--- config.mk ---
export PLATFORM = sky130hd
export DESIGN_NAME = cpu_ctrl_fsm
export DESIGN_NICKNAME = d
export VERILOG_FILES = /design/src/rtl/cpu_ctrl_pkg.sv /design/src/rtl/ctrl_timeout_cnt.sv /design/src/rtl/cpu_ctrl_fsm.sv
export SDC_FILE = /design/constraint.sdc
export NUM_CORES = 1
export LEC_CHECK = 0
export BUFFER_PORTS_ARGS = -buffer_cell sky130_fd_sc_hd__buf_2
export CAP_MARGIN = 20
export CORE_AREA = 2 2 48 50
export DETAILED_ROUTE_END_ITERATION = 6
export DIE_AREA = 0 0 50 52
export GPL_TIMING_DRIVEN = 0
export HOLD_SLACK_MARGIN = 0.15
export PLACE_DENSITY = 0.67
export SLEW_MARGIN = 10
export SYNTH_ARGS = -nofsm -noshare
export SYNTH_HDL_FRONTEND = slang
export SYNTH_SLANG_ARGS = --single-unit
--- constraint.sdc ---
create_clock -name clk_in -period 1.5 [get_ports clk_in]
set_clock_uncertainty 0.1 [all_clocks]
set_input_delay 0.15 -clock clk_in [delete_from_list [all_inputs] [get_ports clk_in]]
set_output_delay 0.15 -clock clk_in [all_outputs]
set_load 0.01 [all_outputs]
--- src/rtl/cpu_ctrl_pkg.sv ---
// Shared types and constants for the multi-cycle CPU control FSM and its instruction decoder.
package cpu_ctrl_pkg;

    localparam int unsigned STATE_W  = 3;
    localparam int unsigned OPCODE_W = 7;
    localparam int unsigned ALU_OP_W = 2;
    localparam int unsigned TMO_W    = 8;
    localparam int unsigned PERF_W   = 32;

    typedef enum logic [STATE_W-1:0] {
        ST_FETCH  = 3'd0,
        ST_DECODE = 3'd1,
        ST_EXEC   = 3'd2,
        ST_MEM    = 3'd3,
        ST_WB     = 3'd4,
        ST_FAULT  = 3'd7
    } state_e;

    typedef enum logic [ALU_OP_W-1:0] {
        ALU_ADD   = 2'b00,
        ALU_CMP   = 2'b01,
        ALU_FUNCT = 2'b10
    } alu_op_e;

    typedef enum logic [1:0] {
        CLS_R      = 2'd0,
        CLS_LOAD   = 2'd1,
        CLS_STORE  = 2'd2,
        CLS_BRANCH = 2'd3
    } instr_cls_e;

    localparam logic [OPCODE_W-1:0] OP_RTYPE  = 7'b0110011;
    localparam logic [OPCODE_W-1:0] OP_LOAD   = 7'b0000011;
    localparam logic [OPCODE_W-1:0] OP_STORE  = 7'b0100011;
    localparam logic [OPCODE_W-1:0] OP_BRANCH = 7'b1100011;

    typedef struct packed {
        logic       valid;
        instr_cls_e cls;
    } decode_t;

    // Classify an opcode; anything outside the four supported groups is invalid.
    function automatic decode_t decode_opcode(input logic [OPCODE_W-1:0] op);
        decode_t d;
        d.valid = 1'b1;
        d.cls   = CLS_R;
        case (op)
            OP_RTYPE:  d.cls = CLS_R;
            OP_LOAD:   d.cls = CLS_LOAD;
            OP_STORE:  d.cls = CLS_STORE;
            OP_BRANCH: d.cls = CLS_BRANCH;
            default:   d.valid = 1'b0;
        endcase
        return d;
    endfunction

endpackage

--- src/rtl/ctrl_timeout_cnt.sv ---
// Memory wait-cycle counter; hit_c flags the cycle in which one more unready cycle reaches LIMIT.
module ctrl_timeout_cnt
    import cpu_ctrl_pkg::*;
#(
    parameter int unsigned LIMIT = 255
) (
    input  logic clk,
    input  logic rst,
    input  logic clr,
    input  logic en,
    output logic hit_c
);

    logic [TMO_W-1:0] count;

    always_ff @(posedge clk) begin
        if (rst || clr) begin
            count <= '0;
        end else if (en) begin
            count <= count + TMO_W'(1);
        end
    end

    // Compared against LIMIT-1 so a ready arriving in the hit cycle still wins.
    assign hit_c = (count == TMO_W'(LIMIT - 1));

endmodule

--- src/rtl/cpu_ctrl_fsm.sv ---
// Multi-cycle CPU control FSM: FETCH/DECODE/EXEC/MEM/WB with memory timeout and sticky FAULT.
// Optional macro CPU_CTRL_PERF_CNT_EN adds cycle and retired-instruction counters.
module cpu_ctrl_fsm
    import cpu_ctrl_pkg::*;
#(
    parameter int unsigned MEM_TIMEOUT = 255
) (
    input  logic                clk_in,
    input  logic                rst_in,
    input  logic [OPCODE_W-1:0] opcode_in,
    input  logic                branch_taken_in,
    input  logic                mem_ready_in,
    output logic                mem_req_out,
    output logic                mem_we_out,
    output logic                mem_addr_sel_out,
    output logic                ir_we_out,
    output logic                pc_we_out,
    output logic                pc_src_out,
    output logic                alu_src_out,
    output logic [ALU_OP_W-1:0] alu_op_out,
    output logic                rf_we_out,
    output logic                wb_sel_out,
    output logic [STATE_W-1:0]  state_out,
    output logic                retire_out,
    output logic                fault_out
`ifdef CPU_CTRL_PERF_CNT_EN
    ,
    output logic [PERF_W-1:0]   cycle_cnt_out,
    output logic [PERF_W-1:0]   retired_cnt_out
`endif
);

    state_e     state_q;
    state_e     state_d;
    instr_cls_e cls_q;
    decode_t    dec;
    logic       mem_wait;
    logic       tmo_hit;

    always_comb begin
        dec = decode_opcode(opcode_in);
    end

    assign mem_wait = (state_q == ST_FETCH) || (state_q == ST_MEM);

    // Counter is cleared outside the memory states and on every completed transfer.
    ctrl_timeout_cnt #(
        .LIMIT (MEM_TIMEOUT)
    ) u_tmo (
        .clk   (clk_in),
        .rst   (rst_in),
        .clr   (!mem_wait || mem_ready_in),
        .en    (mem_wait && !mem_ready_in),
        .hit_c (tmo_hit)
    );

    always_ff @(posedge clk_in) begin
        if (rst_in) begin
            state_q <= ST_FETCH;
        end else begin
            state_q <= state_d;
        end
    end

    // Instruction class captured in DECODE so later opcode changes are ignored.
    always_ff @(posedge clk_in) begin
        if (rst_in) begin
            cls_q <= CLS_R;
        end else if (state_q == ST_DECODE && dec.valid) begin
            cls_q <= dec.cls;
        end
    end

    always_comb begin
        state_d = state_q;
        case (state_q)
            ST_FETCH: begin
                if (mem_ready_in) begin
                    state_d = ST_DECODE;
                end else if (tmo_hit) begin
                    state_d = ST_FAULT;
                end
            end
            ST_DECODE: begin
                state_d = dec.valid ? ST_EXEC : ST_FAULT;
            end
            ST_EXEC: begin
                case (cls_q)
                    CLS_R:      state_d = ST_WB;
                    CLS_LOAD:   state_d = ST_MEM;
                    CLS_STORE:  state_d = ST_MEM;
                    CLS_BRANCH: state_d = ST_FETCH;
                    default:    state_d = ST_FAULT;
                endcase
            end
            ST_MEM: begin
                if (mem_ready_in) begin
                    state_d = (cls_q == CLS_LOAD) ? ST_WB : ST_FETCH;
                end else if (tmo_hit) begin
                    state_d = ST_FAULT;
                end
            end
            ST_WB:    state_d = ST_FETCH;
            ST_FAULT: state_d = ST_FAULT;
            default:  state_d = ST_FAULT;
        endcase
    end

    // Moore decode from state, qualified by ready/branch_taken; everything held low in reset.
    always_comb begin
        mem_req_out      = 1'b0;
        mem_we_out       = 1'b0;
        mem_addr_sel_out = 1'b0;
        ir_we_out        = 1'b0;
        pc_we_out        = 1'b0;
        pc_src_out       = 1'b0;
        alu_src_out      = 1'b0;
        alu_op_out       = ALU_ADD;
        rf_we_out        = 1'b0;
        wb_sel_out       = 1'b0;
        retire_out       = 1'b0;
        fault_out        = 1'b0;
        if (!rst_in) begin
            case (state_q)
                ST_FETCH: begin
                    mem_req_out = 1'b1;
                    if (mem_ready_in) begin
                        ir_we_out = 1'b1;
                        pc_we_out = 1'b1;
                    end
                end
                ST_EXEC: begin
                    case (cls_q)
                        CLS_R: begin
                            alu_op_out = ALU_FUNCT;
                        end
                        CLS_LOAD, CLS_STORE: begin
                            alu_src_out = 1'b1;
                            alu_op_out  = ALU_ADD;
                        end
                        CLS_BRANCH: begin
                            alu_op_out = ALU_CMP;
                            pc_we_out  = branch_taken_in;
                            pc_src_out = 1'b1;
                            retire_out = 1'b1;
                        end
                        default: ;
                    endcase
                end
                ST_MEM: begin
                    mem_req_out      = 1'b1;
                    mem_addr_sel_out = 1'b1;
                    mem_we_out       = (cls_q == CLS_STORE);
                    retire_out       = mem_ready_in && (cls_q == CLS_STORE);
                end
                ST_WB: begin
                    rf_we_out  = 1'b1;
                    wb_sel_out = (cls_q == CLS_LOAD);
                    retire_out = 1'b1;
                end
                ST_FAULT: begin
                    fault_out = 1'b1;
                end
                default: ;
            endcase
        end
    end

    assign state_out = state_q;

`ifdef CPU_CTRL_PERF_CNT_EN
    logic [PERF_W-1:0] cycle_cnt_q;
    logic [PERF_W-1:0] retired_cnt_q;

    // Both counters freeze once the FSM is stuck in FAULT.
    always_ff @(posedge clk_in) begin
        if (rst_in) begin
            cycle_cnt_q   <= '0;
            retired_cnt_q <= '0;
        end else if (state_q != ST_FAULT) begin
            cycle_cnt_q <= cycle_cnt_q + PERF_W'(1);
            if (retire_out) begin
                retired_cnt_q <= retired_cnt_q + PERF_W'(1);
            end
        end
    end

    assign cycle_cnt_out   = cycle_cnt_q;
    assign retired_cnt_out = retired_cnt_q;
`endif

endmodule

# Yosys cells after proc, flatten, opt, wreduce, memory -nomap -nowiden
# Index checks and enable logic that the tools add are counted.
[word_totals]
regBits = 13
inputBits = 11
output_inout_bits = 16
word_cells = 68
[classes]
addsub = 1
eq_ne = 13
muxes = 38
reduce_logical = 13
[ops]
columns = ["op", "count"]
rows = [
  ["1-bit two-way mux", 25],
  ["3-bit two-way mux", 5],
  ["3-bit one-hot mux with 5 select lines", 1],
  ["7-bit by 6-bit equality test with 1-bit output, second input constant", 2],
  ["2-bit one-hot mux with 3 select lines", 2],
  ["3-bit one-hot mux with 3 select lines", 1],
  ["8-bit by 1-bit adder with 8-bit output, second input constant", 1],
  ["8-bit equality test, second input constant", 1],
  ["7-bit by 2-bit equality test with 1-bit output, second input constant", 1],
  ["7-bit equality test, second input constant", 1],
  ["3-bit by 2-bit equality test with 1-bit output, second input constant", 2],
  ["3-bit equality test, second input constant", 2],
  ["2-bit equality test, second input constant", 2],
  ["2-bit two-way mux", 2],
  ["2-bit OR reduction", 2],
  ["4-bit OR reduction", 1],
  ["3-bit by 1-bit equality test with 1-bit output, second input constant", 1],
  ["1-bit logical AND", 3],
  ["3-bit logical NOT", 1],
  ["1-bit logical OR", 3],
  ["1-bit one-hot mux with 3 select lines", 1],
  ["2-bit by 1-bit equality test with 1-bit output, second input constant", 1],
  ["1-bit logical NOT", 2],
  ["2-bit logical NOT", 1],
  ["1-bit one-hot mux with 2 select lines", 1],
]

# Longest topological paths before layout
# Gate-level depths: netlist (run 1).
[depth]
word_depth = 5
mapped_depth = 6
depth_no_buf = 6

# Hierarchy
# From an unflattened synthesis (run 1), not the netlist that was laid out.
[unflattened]
hier_cells = 120
hier_area_um2 = 913.4
[by_module_without_submodules]
columns = ["mod", "n_inst", "cells_per_inst", "area_each_um2", "seq_area_each_um2"]
rows = [
  ["cpu_ctrl_fsm", 1, 78, 544.3, 100.1],
  ["ctrl_timeout_cnt", 1, 42, 369.1, 160.2],
]

# Least setup slack after synthesis (run 1)
# OpenSTA, ideal clock, no wires.
[synth_timing]
path_kind = "register -> register"
from = "register cls_q[0]"
to = "register state_q[0], in the netlist state_out[0]"
setup_time_ns = 0.071
arrival_ns = 1.308
t_required_ns = 1.329
setup_slack_ns = 0.022
stages_incl_launch_ff = 7
n_path_buf = 0
period_less_slack_ns = 1.478
path_cell_list = "dfxtp_1 -> inv_1 -> ha_1 -> nor3b_1 -> a2111oi_0 -> a31oi_1 -> a21oi_1"
[synth_via]
elab_chain_len = 4
elab_cells_between_ends = 7
cone_classes = "eq/ne: 3; mux: 2; reduce/logical: 2"
[synth_rtl]
columns = ["element", "line_no", "rtl"]
rows = [
  ["start, declared", "cpu_ctrl_fsm.sv:35", "instr_cls_e cls_q;"],
  ["start signal, assigned", "cpu_ctrl_fsm.sv:70", "cls_q <= dec.cls;"],
  ["2-bit by 1-bit equality test with 1-bit output / 2-bit equality test (equally long branches)", "cpu_ctrl_fsm.sv:88", "case (cls_q)"],
  ["2-bit OR reduction (no line)", "-", ""],
  ["3-bit one-hot mux with 3 select lines (*)", "cpu_ctrl_fsm.sv:88", ""],
  ["3-bit one-hot mux with 5 select lines (*)", "cpu_ctrl_fsm.sv:76", "case (state_q)"],
  ["end signal, assigned", "cpu_ctrl_fsm.sv:61", "state_q <= state_d;"],
  ["end, declared", "cpu_ctrl_fsm.sv:33", "state_e state_q;"],
]
# Mark *: on every way between the ends. The rest lies on a longest branch, timed or not.
# A chain may end at the register's enable or synchronous reset.

# Final worst setup path (run 1)
[layout_timing]
from = "register cls_q[1]"
to = "output pc_we_out"
[layout_via]
elab_chain_len = 4
[layout_rtl]
columns = ["element", "line_no", "rtl"]
rows = [
  ["2-bit equality test", "cpu_ctrl_fsm.sv:133", "case (cls_q)"],
  ["1-bit two-way mux", "cpu_ctrl_fsm.sv:133", ""],
  ["1-bit one-hot mux with 2 select lines", "cpu_ctrl_fsm.sv:124", "case (state_q)"],
  ["1-bit two-way mux", "cpu_ctrl_fsm.sv:123", "if (!rst_in) begin"],
  ["end, declared", "cpu_ctrl_fsm.sv:17", "output logic pc_we_out,"],
]
# No other way between the ends.

==> summary.txt, run 1 <==
Placement
  – Pre-CTS setup slack: -0.174 ns
  – Hpwl dp: 1400 um
  – Port Buffers: 25
  – Dpl cells: between 150 and 200
  – Routability Congestion: about 0.8

Synth
  – Synth Area in Simple Gates: 0.310
  – Multiplexer area fraction after synthesis: 0
  – Syn Area/Cell: about 8 um2
  – Cell area after synthesis: about 860 um2
  – Synth top area share: 0.303
  – Most instantiated cells after synthesis: 15 x nor2_1, 13 x dfxtp_1, 7 x ha_1, 7 x inv_1, 6 x nand2_1
  – Area contributors post-synth: dfxtp_1 30%, ha_1 10%, nor2_1 6.6%
  – Post-Synthesis Cells: 107
  – Post-synthesis compound-gate area fraction: 0.144
  – Synth Area in XOR/XNOR: 0.0713
  – Post-synth ARST share: 0
  – Number of synthesized flops with an enable pin: 0
  – Sequential fraction of the synthesis area: 0.303
  – Yosys Warn Count: 0
  – Adder-Cell Fraction of Synth Area: 0.114
  – Post-synth cell types: 36
  – Largest family of logic cells by synthesized area: simple AND/OR/NAND/NOR gates
  – Synth Net Count: between 100 and 150
  – Cell with the most instances after synthesis: nor2_1
  – Synth Flop Type: dfxtp_1
  – Yosys reg bits: 13
  – Area leader, netlist: dfxtp_1

Global route
  – Vias in the first global route: around 800
  – Gr usage total: 0.170
  – Grt peak-use layer: met2
  – Grt ovf: 0
  – Grt met1 use: 0.186
  – Largest net degree at the start of global routing: 12
  – Antenna violations before repair: 0
  – GR Layer Usage met3: 0.0201
  – Met2 usage: 0.322
  – Global-route wire length before repair: around 3400 um

Critical path
  – CP max FO: 5
  – Critical path class: reg -> out
  – WP data arrival: approximately 1.3 ns
  – CP Launch Type: flop
  – CP Capture Type: output port
  – Critical Path RT: 1.25 ns
  – Cells along the critical path: ha_4 > buf_4 > a31oi_1 > nor4_2 > buf_2
  – CP max-delay cell: dfxtp_4
  – Slowest stage delay, CP: ~0.37 ns

Pwr
  – Net load switching power: just under 0.4 mW
  – Int Pwr: roughly 0.73 mW
  – Worst IR drop on VDD: 564 uV
  – Clock power frac: 0.189
  – Leak: about 0.62 nW
  – Comb pwr share: 0.430
  – Share of power burned in registers: 0.381
  – Switching Share: 0.346
  – Pwr dens: approximately 800 nW/um2

Floorplan
  – Chip height: 52 um
  – Die width: about 50 um
  – I/O pin cnt: 27
  – Die area: about 2600 um2
  – Starting Density: 0.408
  – Core ar.: ~2100 um2
  – Rows: 17

Final layout
  – Register area: about 280 um2
  – Share of cells above drive strength 1: 0.458
  – Layout net count: 172
  – Syn-to-layout area delta: 61.1%
  – Inserted Diodes: 0
  – Fill cells: between 150 and 200
  – Finished Layout Cells: around 180
  – Multi-input gate area: ~670 um2

Clock tree
  – Worst-path clk slew: about 0.080 ns
  – CTS Buffer Depth: 2
  – Num CTS Buffers: 3
  – Clock sinks: 13
  – CTS tree: built
  – Worst-skew pair later-pin latency: around 0.27 ns
  – Root Buffer Master: clkbuf_4
  – CTS HTree Levels: 1

Routing
  – Routed len/inst: between 10 and 15 um
  – Drt drc: 0
  – Avg Vias per Cell: 5.06
  – Initial drt markers: 16
  – Total routed wirelength: ~2300 um
  – Final antenna-violating net count: 0
  – 1st-pass router iterations: 4
  – DR vias: between 900 and 1000

Timing
  – Worst slew pin tran: about 0.38 ns
  – Unrepaired setup endpoints after global routing: true
  – Final Hold Viols: 0
  – Period minus WS final: 1.54 ns
  – Setup Viol. Count Final: 3
  – PnR worst setup slack: -0.0406 ns
  – Relative slew slack: 0.744
  – Pins Over Slew Limit: 0
  – Fmax: roughly 650 MHz
  – Final Cycle Share: 1.03

Worst hold path
  – Worst hold path type: in -> reg

Job
  – Max-Cap Viols: 0

Outcome
  – Outcome: complete, but fails checks
  – Failing checks: negative setup slack
-- per-layer routing --
metal  wire length (um)  vias up
met4                 59        0
met5                  0        -
met1                965      412
li1                   -      464
met2               1220       33
met3                 82        6
-- logic make-up after synthesis --
kind of cell,count (synthesis)
AND/OR/NAND/NOR,50
AO/OA/AOI/OAI,18
flip-flops,13
buffers and inverters,11
adder cells (fa/ha/maj),8
XOR/XNOR,7
-- layout make-up --
class	count	area share
Buffer	3	0.0226
Sequential cell	13	0.201
Tap cell	28	0.0253
Timing Repair Buffer	43	0.228
Inverter	7	0.0208
Clock buffer	4	0.0190
Multi-Input combinational cell	83	0.483
-- worst max-delay path: cells and delay by family, from the launching register on --
| family | cells | cell delay (ns) |
|---|---|---|
| buf+inv | 2 | 0.27 |
| fa+ha+maj | 1 | 0.16 |
| flops | 1 | 0.37 |
| compound gates | 1 | 0.16 |
| simple gates | 1 | 0.05 |
-- per-stage QoR --
step	util	cell area, um2	setup TNS [ns]	power (mW)	hold slack [ns]
final	0.658	1390	-0.0778	1.11	0.241
after CTS	0.576	1210	-0.0522	0.975	0.227
after detailed placement	0.484	1020	-0.174	0.691	0.292
after global placement	0.484	1020	-0.197	0.689	0.287
after floorplan	-	860	0	0.600	0.151
after global routing	0.658	1390	-0.395	1.18	0.276
-- flip-flops by register name, summed over array words and instances (netlist names) --
| register | cells |
|---|---|
| cls_q | 2 |
| state_out | 3 |
| u_tmo.count | 8 |
-- power by group through the flow --
| stage | registers, mW | logic, mW | clock network, mW |
|---|---|---|---|
| CTS | 0.418 | 0.331 | 0.226 |
| global placement | 0.402 | 0.287 | 0 |
| floorplan | 0.409 | 0.190 | 0 |
| finish | 0.424 | 0.479 | 0.210 |
| global route | 0.427 | 0.516 | 0.236 |
| detailed placement | 0.404 | 0.287 | 0 |
-- layout by cell type, fill, tap and decap left out, drive strengths merged --
master       instances
nor4                 1
and3b                1
nor2                16
a32oi                1
xnor2                3
o21bai               1
dfxtp               13
nand4                1
maj3                 1
a2111oi              1
o41ai                1
and3                 4
xor2                 4
nor2b                3
a21oi                2
dlygate4sd3          7
o21ai                3
nand3b               1
inv                  7
buf                 37
a211o                1
o2bb2ai              1
nor3b                1
nand2                6
o211ai               1
ha                   7
clkbuf               6
a211oi               1
nand3                5
nand2b               1
and2                 5
a31oi                4
nor3                 5
a21o                 1
-- repair_timing --
action | 4_1_cts | 5_1_grt
gates cloned | 0 | 1
pin swaps | 7 | 7
hold buffers | 7 | 0
endpoints found under the setup margin | 11 | 20
hold endpoints to repair | 5 | 0
gates resized for setup | 27 | 25
setup buffers | 3 | 7
-- path summary, 6_finish.rpt --
check,start,to,slack (ns),cells past startpoint
setup / recovery,cls_q[1]$_SDFFE_PP0P_,pc_we_out,-0.04,5
hold / removal,mem_ready_in,state_out[1]$_SDFF_PP0_,0.24,4
setup reg to reg,cls_q[1]$_SDFFE_PP0P_,state_out[0]$_SDFF_PP0_,0,6
hold reg to reg,u_tmo.count[0]$_SDFFE_PP0P_,u_tmo.count[0]$_SDFFE_PP0P_,0.36,1
No activity file was read; power rests on OpenSTA's default activity.
==> run 2, diff against run 1 <==
--- a/config.mk
+++ b/config.mk
@@ -13,6 +13,7 @@
 export GPL_TIMING_DRIVEN = 0
 export HOLD_SLACK_MARGIN = 0.15
 export PLACE_DENSITY = 0.67
+export RECOVER_POWER = 25
 export SLEW_MARGIN = 10
 export SYNTH_ARGS = -nofsm -noshare
 export SYNTH_HDL_FRONTEND = slang
==> summary.txt, run 2 (same netlist as run 1, synthesis figures left out) <==
Outcome
  – Outcome: complete, but fails checks
  – Failing checks: negative setup slack

Placement
  – Routability Congestion: approximately 0.8
  – Hpwl dp: about 1400 um
  – Port Buffers: 25

Floorplan
  – Chip height: approximately 52 um
  – Starting Density: 0.408
  – I/O pin cnt: 27
  – Core ar.: 2110 um2
  – Die area: approximately 2600 um2
  – Die width: about 50 um
  – Rows: 17

Global route
  – Vias in the first global route: approximately 800
  – Global-route wire length before repair: 3370 um
  – Largest net degree at the start of global routing: 12
  – Antenna violations before repair: 0
  – Grt ovf: 0
  – Gr usage total: 0.170

Critical path
  – Cells along the critical path: ha_4 > buf_4 > a31oi_1 > nor4_2 > buf_2
  – CP Launch Type: flop
  – CP max-delay cell: dfxtp_4
  – Critical path class: reg -> out
  – Slowest stage delay, CP: 0.37 ns
  – CP max FO: 5
  – WP data arrival: 1.29 ns
  – CP Capture Type: output port
  – Critical Path RT: approximately 1.3 ns

Timing
  – Final Cycle Share: 1.03
  – Unrepaired setup endpoints after global routing: true
  – Period minus WS final: between 1.5 and 2 ns
  – Setup TNS: -0.0784 ns
  – Setup Viol. Count Final: 3
  – Pins Over Slew Limit: 0
  – Worst slew pin tran: ~0.44 ns
  – PnR worst setup slack: -0.0406 ns
  – Final Hold Viols: 0
  – Fmax: about 650 MHz
  – Relative slew slack: 0.702

Clock tree
  – Worst-skew pair later-pin latency: between 0.2 and 0.3 ns
  – CTS HTree Levels: 1
  – Worst-path clk slew: roughly 0.08 ns
  – CTS Buffer Depth: 2
  – Root Buffer Master: clkbuf_4
  – CTS tree: built
  – Num CTS Buffers: 3
  – Clock sinks: 13

Final layout
  – Fin util: 0.655
  – Commonest non-fill, non-tap cell in the layout: buf_2
  – Inserted Diodes: 0
  – Max reg flops: 8
  – Share of cells above drive strength 1: 0.451
  – Layout net count: about 170
  – Syn-to-layout area delta: 60.6%
  – Most frequent cells in the layout: 23 x buf_2, 12 x nor2_1, 8 x buf_4, 8 x dfxtp_1, 7 x dlygate4sd3_1
  – Largest Register: u_tmo.count

Routing
  – Final antenna-violating net count: 0
  – Routed len/inst: around 13 um
  – Drt drc: 0
  – DR vias: 912
  – 1st-pass router iterations: 4
  – Initial drt markers: 14
  – Avg Vias per Cell: slightly above 5
  – Total routed wirelength: 2300 um

Worst hold path
  – Worst hold path type: in -> reg

Pwr
  – Tot Pwr: between 1 and 1.5 mW
  – Leak: 0.619 nW
  – Pwr dens: approximately 800 nW/um2
  – Worst IR drop on VDD: 560 uV

Job
  – Max-Cap Viols: 0
[run 2: metrics by stage]
step                area [um2]  hold WS (ns)  std cells  worst slack, ns
global placement          1020         0.287        160           -0.197
CTS                       1210         0.227        173          -0.0380
floorplan                  860         0.151        107           0.0218
detailed placement        1020         0.292        160           -0.174
global route              1380         0.303        181           -0.108
finish                    1380         0.247        181          -0.0406
[run 2: final timing paths]
path,startpoint,end,slack (ns),depth (start not counted)
worst min register to register,u_tmo.count[0]$_SDFFE_PP0P_,u_tmo.count[0]$_SDFFE_PP0P_,0.36,1
worst max register to register,cls_q[1]$_SDFFE_PP0P_,state_out[0]$_SDFF_PP0_,0,6
worst max-delay path,cls_q[1]$_SDFFE_PP0P_,pc_we_out,-0.04,5
worst min-delay path,mem_ready_in,state_out[1]$_SDFF_PP0_,0.25,4
[run 2: routing by layer]
metal,track usage,part of all wire,vias up
met4,0.0833,0.022,0
li1,-,-,464
met2,0.322,0.53,33
met3,0.0201,0.040,4
met5,0,0,-
met1,0.186,0.41,411
[run 2: area by class of cell]
class                      count  area, um2
fill                         175        726
multi-input combinational     83        664
timing repair buffer          43        315
sequential                    13        279
tap                           28       35.0
buffer                         3       31.3
inverter                       7       28.8
clock buffer                   4       26.3
[run 2: critical path: cells and delay by family, from the launching register on]
kind,cells,cell delay (ns)
and+or+nand+nor,1,0.05
adders and majority gates,1,0.16
DFF,1,0.37
AOI/OAI and AO/OA,1,0.16
buffers and inverters,2,0.27
[run 2: power by group]
| group | switching, mW | internal [mW] |
|---|---|---|
| registers | 0.0499 | 0.374 |
| clock network | 0.107 | 0.103 |
| logic | 0.223 | 0.250 |
| total | 0.380 | 0.726 |
[run 2: what timing repair did]
item                                    4_1_cts  5_1_grt
gates cloned                                  0        1
resized for setup                            27       25
buffers inserted                              3        7
pin swaps                                     7        7
hold buffers                                  7        0
endpoints found under the hold margin         5        0
endpoints found under the setup margin       11       20
==> run 3, diff against run 2 <==
--- a/config.mk
+++ b/config.mk
@@ -5,7 +5,7 @@
 export SDC_FILE = /design/constraint.sdc
 export NUM_CORES = 1
 export LEC_CHECK = 0
-export BUFFER_PORTS_ARGS = -buffer_cell sky130_fd_sc_hd__buf_2
+export BUFFER_PORTS_ARGS = -buffer_cell sky130_fd_sc_hd__clkbuf_2
 export CAP_MARGIN = 20
 export CORE_AREA = 2 2 48 50
 export DETAILED_ROUTE_END_ITERATION = 6
==> summary.txt, run 3 (same netlist as run 1, synthesis figures left out) <==
Outcome
  – Outcome: complete, but fails checks
  – Failing checks: negative setup slack

Global route
  – Antenna violations before repair: 0
  – Gr usage total: 0.161
  – Global-route wire length before repair: about 3200 um
  – Largest net degree at the start of global routing: 12
  – Grt ovf: 0
  – Vias in the first global route: a little under 800

Pwr
  – Clock power frac: 0.204
  – Worst IR drop on VDD: ~810 uV
  – Net load switching power: 0.355 mW
  – Int Pwr: slightly below 0.7 mW
  – Share of power burned in registers: 0.395
  – Switching Share: 0.345
  – Pwr dens: roughly 820 nW/um2
  – Comb pwr share: 0.401
  – Leak: about 0.57 nW

Routing
  – DR vias: slightly below 900
  – 1st-pass router iterations: 4
  – Avg Vias per Cell: just over 5
  – Drt drc: 0
  – Initial drt markers: 16
  – Total routed wirelength: 2040 um
  – Routed len/inst: between 10 and 15 um
  – Final antenna-violating net count: 0

Placement
  – Routability Congestion: around 0.82
  – Placed Area: 1020 um2
  – Hpwl dp: between 1000 and 1500 um
  – Dpl cells: 160
  – Port Buffers: 25
  – Pre-CTS setup slack: -0.159 ns

Final layout
  – Fill cells: between 150 and 200
  – Finished Layout Cells: ~170
  – Most frequent cells in the layout: 16 x clkbuf_2, 13 x nor2_1, 9 x buf_2, 9 x dfxtp_1
  – Syn-to-layout area delta: 46.0%
  – Commonest non-fill, non-tap cell in the layout: clkbuf_2
  – Largest Register: u_tmo.count
  – Cell area after layout: around 1300 um2
  – Layout net count: ~170
  – Inserted Diodes: 0
  – Share of cells above drive strength 1: 0.397
  – Max reg flops: 8
  – Fin util: 0.596

Timing
  – Unrepaired setup endpoints after global routing: true
  – Pins Over Slew Limit: 0
  – Fmax: 648 MHz
  – Final Hold Viols: 0
  – Setup Viol. Count Final: 14
  – PnR worst setup slack: -0.0441 ns
  – Setup TNS: -0.498 ns
  – Relative slew slack: 0.639
  – Worst slew pin tran: between 0.5 and 0.6 ns
  – Period minus WS final: about 1.5 ns
  – Final Cycle Share: 1.03

Clock tree
  – CTS Buffer Depth: 2
  – Num CTS Buffers: 3
  – CTS HTree Levels: 1
  – Clock sinks: 13
  – CTS tree: built
  – Worst-path clk slew: 0.08 ns
  – Root Buffer Master: clkbuf_4
  – Worst-skew pair later-pin latency: 0.27 ns

Floorplan
  – I/O pin cnt: 27
  – Starting Density: 0.408
  – Core ar.: ~2100 um2
  – Die area: ~2600 um2
  – Die width: approximately 50 um
  – Chip height: 52 um
  – Rows: 17

Worst hold path
  – Worst hold path type: in -> reg

Critical path
  – CP Capture Type: flop
  – WP data arrival: approximately 1.7 ns
  – Critical Path RT: between 1.5 and 2 ns
  – CP max FO: 8
  – CP Launch Type: flop
  – Critical path class: reg -> reg

Job
  – Max-Cap Viols: 0
-- run 3: final cells by class --
type	instances	area [um2]	area share
Tap cell	28	35.0	0.0279
Buffer	3	30.0	0.0239
Multi-Input combinational cell	83	636	0.506
Inverter	7	28.8	0.0229
Clock buffer	4	26.3	0.0209
Sequential cell	13	275	0.219
Timing Repair Buffer	36	224	0.178
-- run 3: path summary, 6_finish.rpt --
path / startpoint / to / slack [ns] / depth (start not counted)
hold / removal: rst_in / state_out[0]$_SDFF_PP0_ / 0.23 / 2
setup reg to reg: state_out[1]$_SDFF_PP0_ / u_tmo.count[5]$_SDFFE_PP0P_ / -0.04 / 5
hold reg to reg: u_tmo.count[0]$_SDFFE_PP0P_ / u_tmo.count[0]$_SDFFE_PP0P_ / 0.37 / 1
setup / recovery: state_out[1]$_SDFF_PP0_ / u_tmo.count[5]$_SDFFE_PP0P_ / -0.04 / 5
-- run 3: power by group through the flow --
stage / clock, mW / combinational, mW / sequential [mW]
after CTS: 0.221 / 0.310 / 0.414
final: 0.211 / 0.413 / 0.407
after detailed placement: 0 / 0.287 / 0.404
after global placement: 0 / 0.287 / 0.403
after global routing: 0.236 / 0.453 / 0.412
after floorplan: 0 / 0.190 / 0.409
-- run 3: through the flow --
step,total power [mW],hold WS [ns]
after detailed placement,0.691,0.301
after CTS,0.945,0.216
after global placement,0.690,0.292
after global routing,1.10,0.262
final,1.03,0.233
after floorplan,0.600,0.151
-- run 3: routing by layer --
| metal | track usage | routed length (um) | vias up |
|---|---|---|---|
| met5 | 0 | 0 | - |
| met4 | 0.0694 | 15 | 0 |
| met3 | 0.0172 | 97 | 2 |
| met2 | 0.296 | 1040 | 27 |
| met1 | 0.189 | 889 | 403 |
| li1 | - | - | 449 |
-- run 3: worst max-delay path, cell delays in order (launching register included) --
cell     delay [ns]
dfxtp_1        0.34
buf_4          0.16
xor2_1         0.17
nor3_1         0.37
nand2_2        0.21
nor2_1         0.13
-- run 3: what timing repair did --
| item | in CTS | in global routing |
|---|---|---|
| hold buffers | 5 | 0 |
| setup endpoints to repair | 11 | 21 |
| setup buffers | 2 | 4 |
| gates resized for setup | 22 | 27 |
| pin swaps | 7 | 4 |
| endpoints found under the hold margin | 2 | 0 |
